File: config.mk
export PLATFORM = sky130hd
export DESIGN_NAME = socket_arbiter
export DESIGN_NICKNAME = d
export VERILOG_FILES = /design/src/rtl/socket_pkg.sv /design/src/rtl/counter.sv /design/src/rtl/round_robin_picker.sv /design/src/rtl/socket_arbiter.sv
export SDC_FILE = /design/constraint.sdc
export NUM_CORES = 1
export LEC_CHECK = 0
export BUFFER_PORTS_ARGS = -buffer_cell sky130_fd_sc_hd__buf_2
export CAP_MARGIN = 0
export CORE_AREA = 2 2 63 65
export DETAILED_ROUTE_END_ITERATION = 8
export DIE_AREA = 0 0 65 67
export PLACE_DENSITY = 0.67
export SLEW_MARGIN = 0
export SYNTH_ARGS = -nofsm -noshare
export SYNTH_HDL_FRONTEND = slang
export SYNTH_SLANG_ARGS = --single-unit
export TNS_END_PERCENT = 10
File: constraint.sdc
create_clock -name i_clk -period 1.3 [get_ports i_clk]
set_input_delay 0 -clock i_clk [delete_from_list [all_inputs] [get_ports i_clk]]
set_output_delay 0 -clock i_clk [all_outputs]
set_load 0.01 [all_outputs]
File: src/rtl/socket_pkg.sv
// Shared types and helpers for the socket arbiter.
// Holds the arbiter FSM states and an index-width function.
package socket_pkg;

  typedef enum logic {
    ST_IDLE,
    ST_PULL
  } t_arb_state;

  // $clog2 that never returns zero, so a 1-entry range
  // still gets a 1-bit index.
  function automatic int idx_width(input int n);
    return (n > 1) ? $clog2(n) : 1;
  endfunction

endpackage

File: src/rtl/counter.sv
// Generic up-counter with synchronous clear.
// Ports: i_clk, i_rst (sync, high), i_init (clear), i_dv (count), o_count.
module counter #(
  parameter int WIDTH = 4
) (
  input  logic             i_clk,
  input  logic             i_rst,
  input  logic             i_init,
  input  logic             i_dv,
  output logic [WIDTH-1:0] o_count
);

  logic [WIDTH-1:0] r_count;

  always_ff @(posedge i_clk) begin
    if (i_rst || i_init) begin
      r_count <= '0;
    end else if (i_dv) begin
      r_count <= r_count + 1'b1;
    end
  end

  assign o_count = r_count;

endmodule

File: src/rtl/round_robin_picker.sv
// Combinational round-robin search starting after i_last.
// Ports: i_req (requests), i_last (previous grant), o_found, o_index.
module round_robin_picker
  import socket_pkg::*;
#(
  parameter  int N = 4,
  localparam int W = idx_width(N)
) (
  input  logic [N-1:0] i_req,
  input  logic [W-1:0] i_last,
  output logic         o_found,
  output logic [W-1:0] o_index
);

  int w_cand;

  // Offsets 1..N visit every port once, ending on i_last
  // itself, so the previous winner has lowest priority.
  always_comb begin
    o_found = 1'b0;
    o_index = '0;
    w_cand  = 0;
    for (int k = 1; k <= N; k++) begin
      w_cand = (int'(i_last) + k) % N;
      if (!o_found && i_req[w_cand[W-1:0]]) begin
        o_found = 1'b1;
        o_index = w_cand[W-1:0];
      end
    end
  end

endmodule

File: src/rtl/socket_arbiter.sv
// Round-robin burst arbiter: N FIFOs share one downstream socket.
// Ports: i_full/i_empty/i_data per FIFO, i_ready; o_rd_en, o_data, o_dv, o_sof, o_eof, o_port, o_underflow.
module socket_arbiter
  import socket_pkg::*;
#(
  parameter  int N_PORTS    = 4,
  parameter  int FRAME_LEN  = 4,
  parameter  int DATA_WIDTH = 8,
  localparam int PW         = idx_width(N_PORTS),
  localparam int BW         = idx_width(FRAME_LEN)
) (
  input  logic                          i_clk,
  input  logic                          i_rst,
  input  logic [N_PORTS-1:0]            i_full,
  input  logic [N_PORTS-1:0]            i_empty,
  input  logic [N_PORTS*DATA_WIDTH-1:0] i_data,
  input  logic                          i_ready,
  output logic [N_PORTS-1:0]            o_rd_en,
  output logic [DATA_WIDTH-1:0]         o_data,
  output logic                          o_dv,
  output logic                          o_sof,
  output logic                          o_eof,
  output logic [PW-1:0]                 o_port,
  output logic                          o_underflow
);

  t_arb_state r_state;
  t_arb_state w_next;

  logic [N_PORTS-1:0]    w_elig;
  logic                  w_found;
  logic [PW-1:0]         w_pick;
  logic [PW-1:0]         r_grant;
  logic [PW-1:0]         r_last;
  logic [BW-1:0]         w_beat;
  logic                  w_idle;
  logic                  w_pull;
  logic                  w_start;
  logic                  w_last_beat;

  logic                  r_rd_d;
  logic [BW-1:0]         r_beat_d;
  logic [PW-1:0]         r_grant_d;

  logic [DATA_WIDTH-1:0] w_word;
  logic [DATA_WIDTH-1:0] r_data;
  logic                  r_dv;
  logic                  r_sof;
  logic                  r_eof;
  logic [PW-1:0]         r_port;
  logic                  r_uf;

  assign w_elig = i_full & ~i_empty;
  assign w_idle = (r_state == ST_IDLE);

  round_robin_picker #(
    .N(N_PORTS)
  ) u_pick (
    .i_req   (w_elig),
    .i_last  (r_last),
    .o_found (w_found),
    .o_index (w_pick)
  );

  counter #(
    .WIDTH(BW)
  ) u_beat (
    .i_clk   (i_clk),
    .i_rst   (i_rst),
    .i_init  (w_idle),
    .i_dv    (w_pull),
    .o_count (w_beat)
  );

  assign w_last_beat = (w_beat == BW'(FRAME_LEN - 1));
  // i_ready only matters here; a started burst never stalls.
  assign w_start = w_idle && i_ready && w_found;

  always_comb begin
    w_next  = r_state;
    o_rd_en = '0;
    w_pull  = 1'b0;
    unique case (r_state)
      ST_IDLE: begin
        if (w_start) w_next = ST_PULL;
      end
      ST_PULL: begin
        o_rd_en[r_grant] = 1'b1;
        w_pull           = 1'b1;
        if (w_last_beat) w_next = ST_IDLE;
      end
      default: w_next = ST_IDLE;
    endcase
  end

  always_ff @(posedge i_clk) begin
    if (i_rst) begin
      r_state <= ST_IDLE;
      r_grant <= '0;
      r_last  <= PW'(N_PORTS - 1);
    end else begin
      r_state <= w_next;
      if (w_start) begin
        r_grant <= w_pick;
        r_last  <= w_pick;
      end
    end
  end

  // FIFO data lags rd_en by one cycle; this stage
  // lines the beat tags up with it.
  always_ff @(posedge i_clk) begin
    if (i_rst) begin
      r_rd_d    <= 1'b0;
      r_beat_d  <= '0;
      r_grant_d <= '0;
    end else begin
      r_rd_d    <= w_pull;
      r_beat_d  <= w_beat;
      r_grant_d <= r_grant;
    end
  end

  always_comb begin
    w_word = '0;
    for (int p = 0; p < N_PORTS; p++) begin
      if (r_grant_d == PW'(p)) begin
        w_word = i_data[p*DATA_WIDTH +: DATA_WIDTH];
      end
    end
  end

  always_ff @(posedge i_clk) begin
    if (i_rst) begin
      r_data <= '0;
      r_dv   <= 1'b0;
      r_sof  <= 1'b0;
      r_eof  <= 1'b0;
      r_port <= '0;
      r_uf   <= 1'b0;
    end else begin
      r_dv  <= r_rd_d;
      r_sof <= r_rd_d && (r_beat_d == '0);
      r_eof <= r_rd_d && (r_beat_d == BW'(FRAME_LEN - 1));
      if (r_rd_d) begin
        r_data <= w_word;
        r_port <= r_grant_d;
      end
      if (w_pull && i_empty[r_grant]) begin
        r_uf <= 1'b1;
      end
    end
  end

  assign o_data      = r_data;
  assign o_dv        = r_dv;
  assign o_sof       = r_sof;
  assign o_eof       = r_eof;
  assign o_port      = r_port;
  assign o_underflow = r_uf;

endmodule

---- Word level (Yosys, flattened, before mapping) ----
Cells that the tools add are included.
W data, S select, Z words.
storage, ports and cells
  register bits after elaboration ......... 26
  input port bits ......................... 43
  output and inout bits ................... 18
cells by class
  add/subtract/negate cells ............... 5
  $lt $le $gt $ge ......................... 6
  eq/ne operators ......................... 5
  muxes and demuxes ....................... 29
  bitwise logic cells ..................... 3
  reductions and logical operators ........ 15
operators with widths
  kind                   number
  $mux W8                4
  $lt A2 B3 Y1 const B   5
  $mux W1                13
  $bmux W1 S2            5
  $logic_and A1 B1 Y1    9
  $eq A2 B2 Y1 const B   4
  $mux W2                4
  $add A2 B1 Y2 const B  3
  $add A2 B2 Y2 const B  2
  $and A4 B4 Y4          1
  $logic_not A2 Y1       2
  $mux W4                1
  $not A4 Y4             1
  $logic_not A1 Y1       3
  $demux W1 S2           1
  $eq A2 B1 Y1 const B   1
  $ge A2 B1 Y1 const B   1
  $pmux W1 S2            1
  $logic_or A1 B1 Y1     1
  $not A1 Y1             1

---- Longest topological paths before layout ----
  depth after elaboration ................. 17
  depth in mapped cells ................... 4

---- Cells and area by module ----
Synthesis repeated with hierarchy kept, for this count alone.
second synthesis, totals
  cells, all modules ...................... 114
  area, all modules ....................... 1216.2 sq um
by module, submodules not included
  module              times used  cells an instance  area an instance (sq um)
  socket_arbiter      1           93                 1041.0
  round_robin_picker  1           14                 91.3
  counter             1           7                  83.8

---- Least setup slack after synthesis ----
No wires, ideal clock.
  path type ............................... reg-to-reg
  from .................................... register r_grant_d[0]
  to ...................................... register r_data[0] (netlist: o_data[0])
  data arrival time ....................... 1.114 ns
  path slack .............................. 0.058 ns
  cell stages (with the launch flop) ...... 5
  buffers on the path ..................... 1
  clock period less this slack ............ 1.242 ns
  cell sequence ........................... dfxtp_1 -> buf_6 -> mux4_2 -> mux2i_1 -> nor2_1
on the way
  word-level cells in the longest chain between the ends .. 5
  elaborated cells on any way between the ends .. 8
  classes of those cells .................. eq/ne: 3; mux: 4; reduce/logical: 1
ends and longest elaborated chain
  what                      RTL line               source
  start: declaration        socket_arbiter.sv:43   logic [PW-1:0] r_grant_d;
  start signal: assignment  socket_arbiter.sv:120  r_grant_d <= r_grant;
  $logic_not A2 Y1          socket_arbiter.sv:127  if (r_grant_d == PW'(p)) begin
  $mux W8 (3 in series)     socket_arbiter.sv:127
  $mux W8 (*)               socket_arbiter.sv:127
  end signal: assignment    socket_arbiter.sv:146  r_data <= w_word;
  end: declaration          socket_arbiter.sv:46   logic [DATA_WIDTH-1:0] r_data;
Every way passes the cells marked *; elsewhere a longest branch is shown, timed or not.
A chain may end at the register's enable or synchronous reset.

---- Worst setup path in the final report ----
Ends and elaborated chain as after synthesis.

==> metrics.txt <==
number of endpoints with negative hold slack in the final report=0; total count of max-transition violations in the final report=0; data required time of the critical path=1.45 ns; most frequent cells in the layout=60 x sky130_fd_sc_hd__buf_2, 24 x sky130_fd_sc_hd__dfxtp_1, 11 x sky130_fd_sc_hd__nor2_1, 10 x sky130_fd_sc_hd__mux2i_1, 8 x sky130_fd_sc_hd__mux4_2; setup-violating endpoint count in the final report=7; start of the worst register-to-register path=r_grant_d[0]$_SDFF_PP0_; overall global routing resource usage=13.40%; setup repair after global routing missed its margin=yes; post-layout instance count excluding filler cells=219; biggest area consumer among synthesized cells=sky130_fd_sc_hd__dfxtp_1; xor/xnor cell area share of the yosys netlist=0%; worst IR drop on VDD=0.3860 mV; Rel. slew slack=73.97%; average routed wire per standard cell=13.21 microns; detail-routed via count per cell=4.758; die extent in y=67 microns; clock tree from TritonCTS=done; layout cells sized above 1=49.71%; synthesized instance count=107; FMAX=0.7572 GHz; # nets final=216; clock tree skew after final layout=0.004881 ns; main combinational cell family by area after synthesis=multiplexers; total inserted antenna cells=0; worst reg-to-reg setup slack=-0.02 ns; buffers added on ports=60; hold_ws=0.1087 ns; max-cap check violation count=0; ranking of synthesized cells by area=sky130_fd_sc_hd__dfxtp_1 42%, sky130_fd_sc_hd__mux4_2 15%, sky130_fd_sc_hd__mux2i_1 8.1%; number of sinks handled by clock tree synthesis=26; DPL Wire Length=2259 microns; adder and majority gate portion of the synthesized area=1.015%; Initial Util=34.18%; Die Outline Area=4355 sq um; Syn. warnings=0; Seq cells post-synth=26; leakage power of the design=0.7848 nW; final antenna-violating net count=0; floorplan core area=3606 sq um; later-pin clock latency in the skew report=0.27 ns; Least-Margin Pin Slew=0.3892 ns; classification of the worst setup path=register to register; nets in the synthesized netlist=151; proportion of synthesized area in mux cells=24.87%; area share of and/or/nand/nor cells after synthesis=17.36%; antenna violations before repair=0; leading cell type in the layout, fill and taps excluded=sky130_fd_sc_hd__buf_2; drt initial violations=21; number of rows in the core area=22; Synth Area per Inst=11.52 sq um; number of global-route vias before repair=1007; period utilisation layout=101.6%; root buffer cell=sky130_fd_sc_hd__clkbuf_8; top-area cell type share of the netlist area=42.23%; Top Ports=61; buffer count from post-CTS setup fixing=0; terminating pin of the worst hold path=r_grant_d[0]$_SDFF_PP0_; clock-pin slew of the registers on the worst-case setup and hold paths=0.09 ns; distinct cell type count of the synthesized netlist=30; register area share after synthesis=42.23%; Cells after DPL=214; Hold Path Stages=2; area taken by flip-flops and latches=525.5 sq um; Design Power=1.855 mW; Power per Cell Area=1079 nW/um^2; H-Tree Depth=1; number of buffers added by the clock tree synthesis step=3; CTS max path bufs=2; sort of element at the start of the critical path=register; total congestion overflow after global routing=0; data arrival time of the critical path=1.47 ns; outcome=finished with violations; first-pass GRT wire length=4471 microns; number of vias after detailed routing=1042; Core Util, Final=47.68%; share of the synthesized area in compound gates (AO/OA/AOI/OAI)=10.86%; failing checks=setup timing; area taken by multi-input logic gates=666.9 sq um; largest net degree at the start of global routing=22; Final Critical Period=1.321 ns; TritonRoute pass-1 iters=4; Worst Setup Slack, final=-0.02066 ns; beginning of the worst hold path=i_rst; horizontal die dimension=65 microns; critical path capture point type=register; Worst Hold Class=input pin to register; DRC=0; CP max FO=5; Routed WL=2893 microns; number of filler cells placed in the layout=331; Worst Reg2Reg Path Length in Cells=4; final weighted congestion of routability-driven global placement=0.7929; RR Endpoint=o_data[0]$_SDFFE_PP0P_; synthesis-to-layout area growth=39.49%; mapped cell area=1232 sq um
layout make-up:
cell class / instances / share of cell area (%)
Sequential cell: 26 / 30.57
Inverter: 4 / 0.8734
Clock buffer: 3 / 2.402
Clock inverter: 1 / 1.747
Multi-Input combinational cell: 72 / 38.79
Timing Repair Buffer: 65 / 22.13
Tap cell: 48 / 3.493
per-layer routing:
metal	GRT usage (%)	share of wire [%]
met4	6.117	0.66
met3	3.209	10
met1	16.35	44
met2	22.29	45
met5	0	0
cell families after synthesis:
family,after synthesis
buffers and inverters,9
adders and majority gates,1
DFF,26
AOI/OAI and AO/OA,17
and+or+nand+nor,35
muxes,19
worst max-delay path: stages (launching register included):
cell and delay [ns]:
sky130_fd_sc_hd__dfxtp_4 0.38, sky130_fd_sc_hd__buf_12 0.12, sky130_fd_sc_hd__mux4_2 0.49, sky130_fd_sc_hd__mux2i_1 0.15, sky130_fd_sc_hd__nor2_1 0.07
state kept, by name (all words and copies together) (netlist names), 2 cells and up:
signal and flops:
r_grant 2, o_port 2, r_grant_d 2, o_data 8
r_beat_d 2, u_beat.o_count 2, r_last 2
metrics by stage:
| stage | setup TNS [ns] | area (sq um) | setup slack, ns |
|---|---|---|---|
| floorplan | 0 | 1232 | 0.05822 |
| global placement | 0 | 1618 | 0.004368 |
| detailed placement | -0.09602 | 1618 | -0.03629 |
| CTS | -0.06091 | 1690 | -0.02377 |
| global route | -0.6599 | 1719 | -0.1027 |
| finish | -0.09631 | 1719 | -0.02066 |
cell usage after synthesis (all sizes together):
| cell | count |
|---|---|
| dfxtp | 26 |
| nor2 | 11 |
| mux2i | 10 |
| nor2b | 10 |
| mux4 | 9 |
| a21oi | 5 |
| buf | 4 |
| inv | 4 |
| and3 | 3 |
| nand2b | 3 |
| nor3b | 3 |
| o21ai | 3 |
| and2 | 2 |
| nand2 | 2 |
| o211ai | 2 |
| a2111oi | 1 |
| a211oi | 1 |
| a22o | 1 |
| and2b | 1 |
| clkbuf | 1 |
| ha | 1 |
| o221ai | 1 |
| o31ai | 1 |
| o32ai | 1 |
| o41ai | 1 |
where the power goes:
group,total [mW],internal [mW],switching [mW]
Combinational,0.328,0.189,0.139
Clock,0.660,0.412,0.249
Sequential,0.867,0.836,0.0313
Total,1.85,1.44,0.418
how the worst max path moves through the flow:
| stage | startpoint | to | slack [ns] |
|---|---|---|---|
| after CTS | r_grant_d[0]$_SDFF_PP0_ | o_data[0]$_SDFFE_PP0P_ | -0.02 |
| after floorplan | r_grant_d[0]$_SDFF_PP0_ | o_data[0]$_SDFFE_PP0P_ | 0.06 |
| after global routing | r_grant_d[0]$_SDFF_PP0_ | o_data[0]$_SDFFE_PP0P_ | -0.10 |
| after global placement | r_grant_d[0]$_SDFF_PP0_ | o_data[5]$_SDFFE_PP0P_ | 0.004 |
| final | r_grant_d[0]$_SDFF_PP0_ | o_data[0]$_SDFFE_PP0P_ | -0.02 |
| after detailed placement | r_grant_d[0]$_SDFF_PP0_ | o_data[0]$_SDFFE_PP0P_ | -0.04 |
what timing repair did:
action / CTS / global route
pin swaps: 0 / 2
resized for setup: 1 / 2
cloned: 0 / 1
setup endpoints to repair: 8 / 10
endpoints found under the hold margin: 0 / 0
hold buffers: 0 / 0
(Power assumes the default switching activity.)
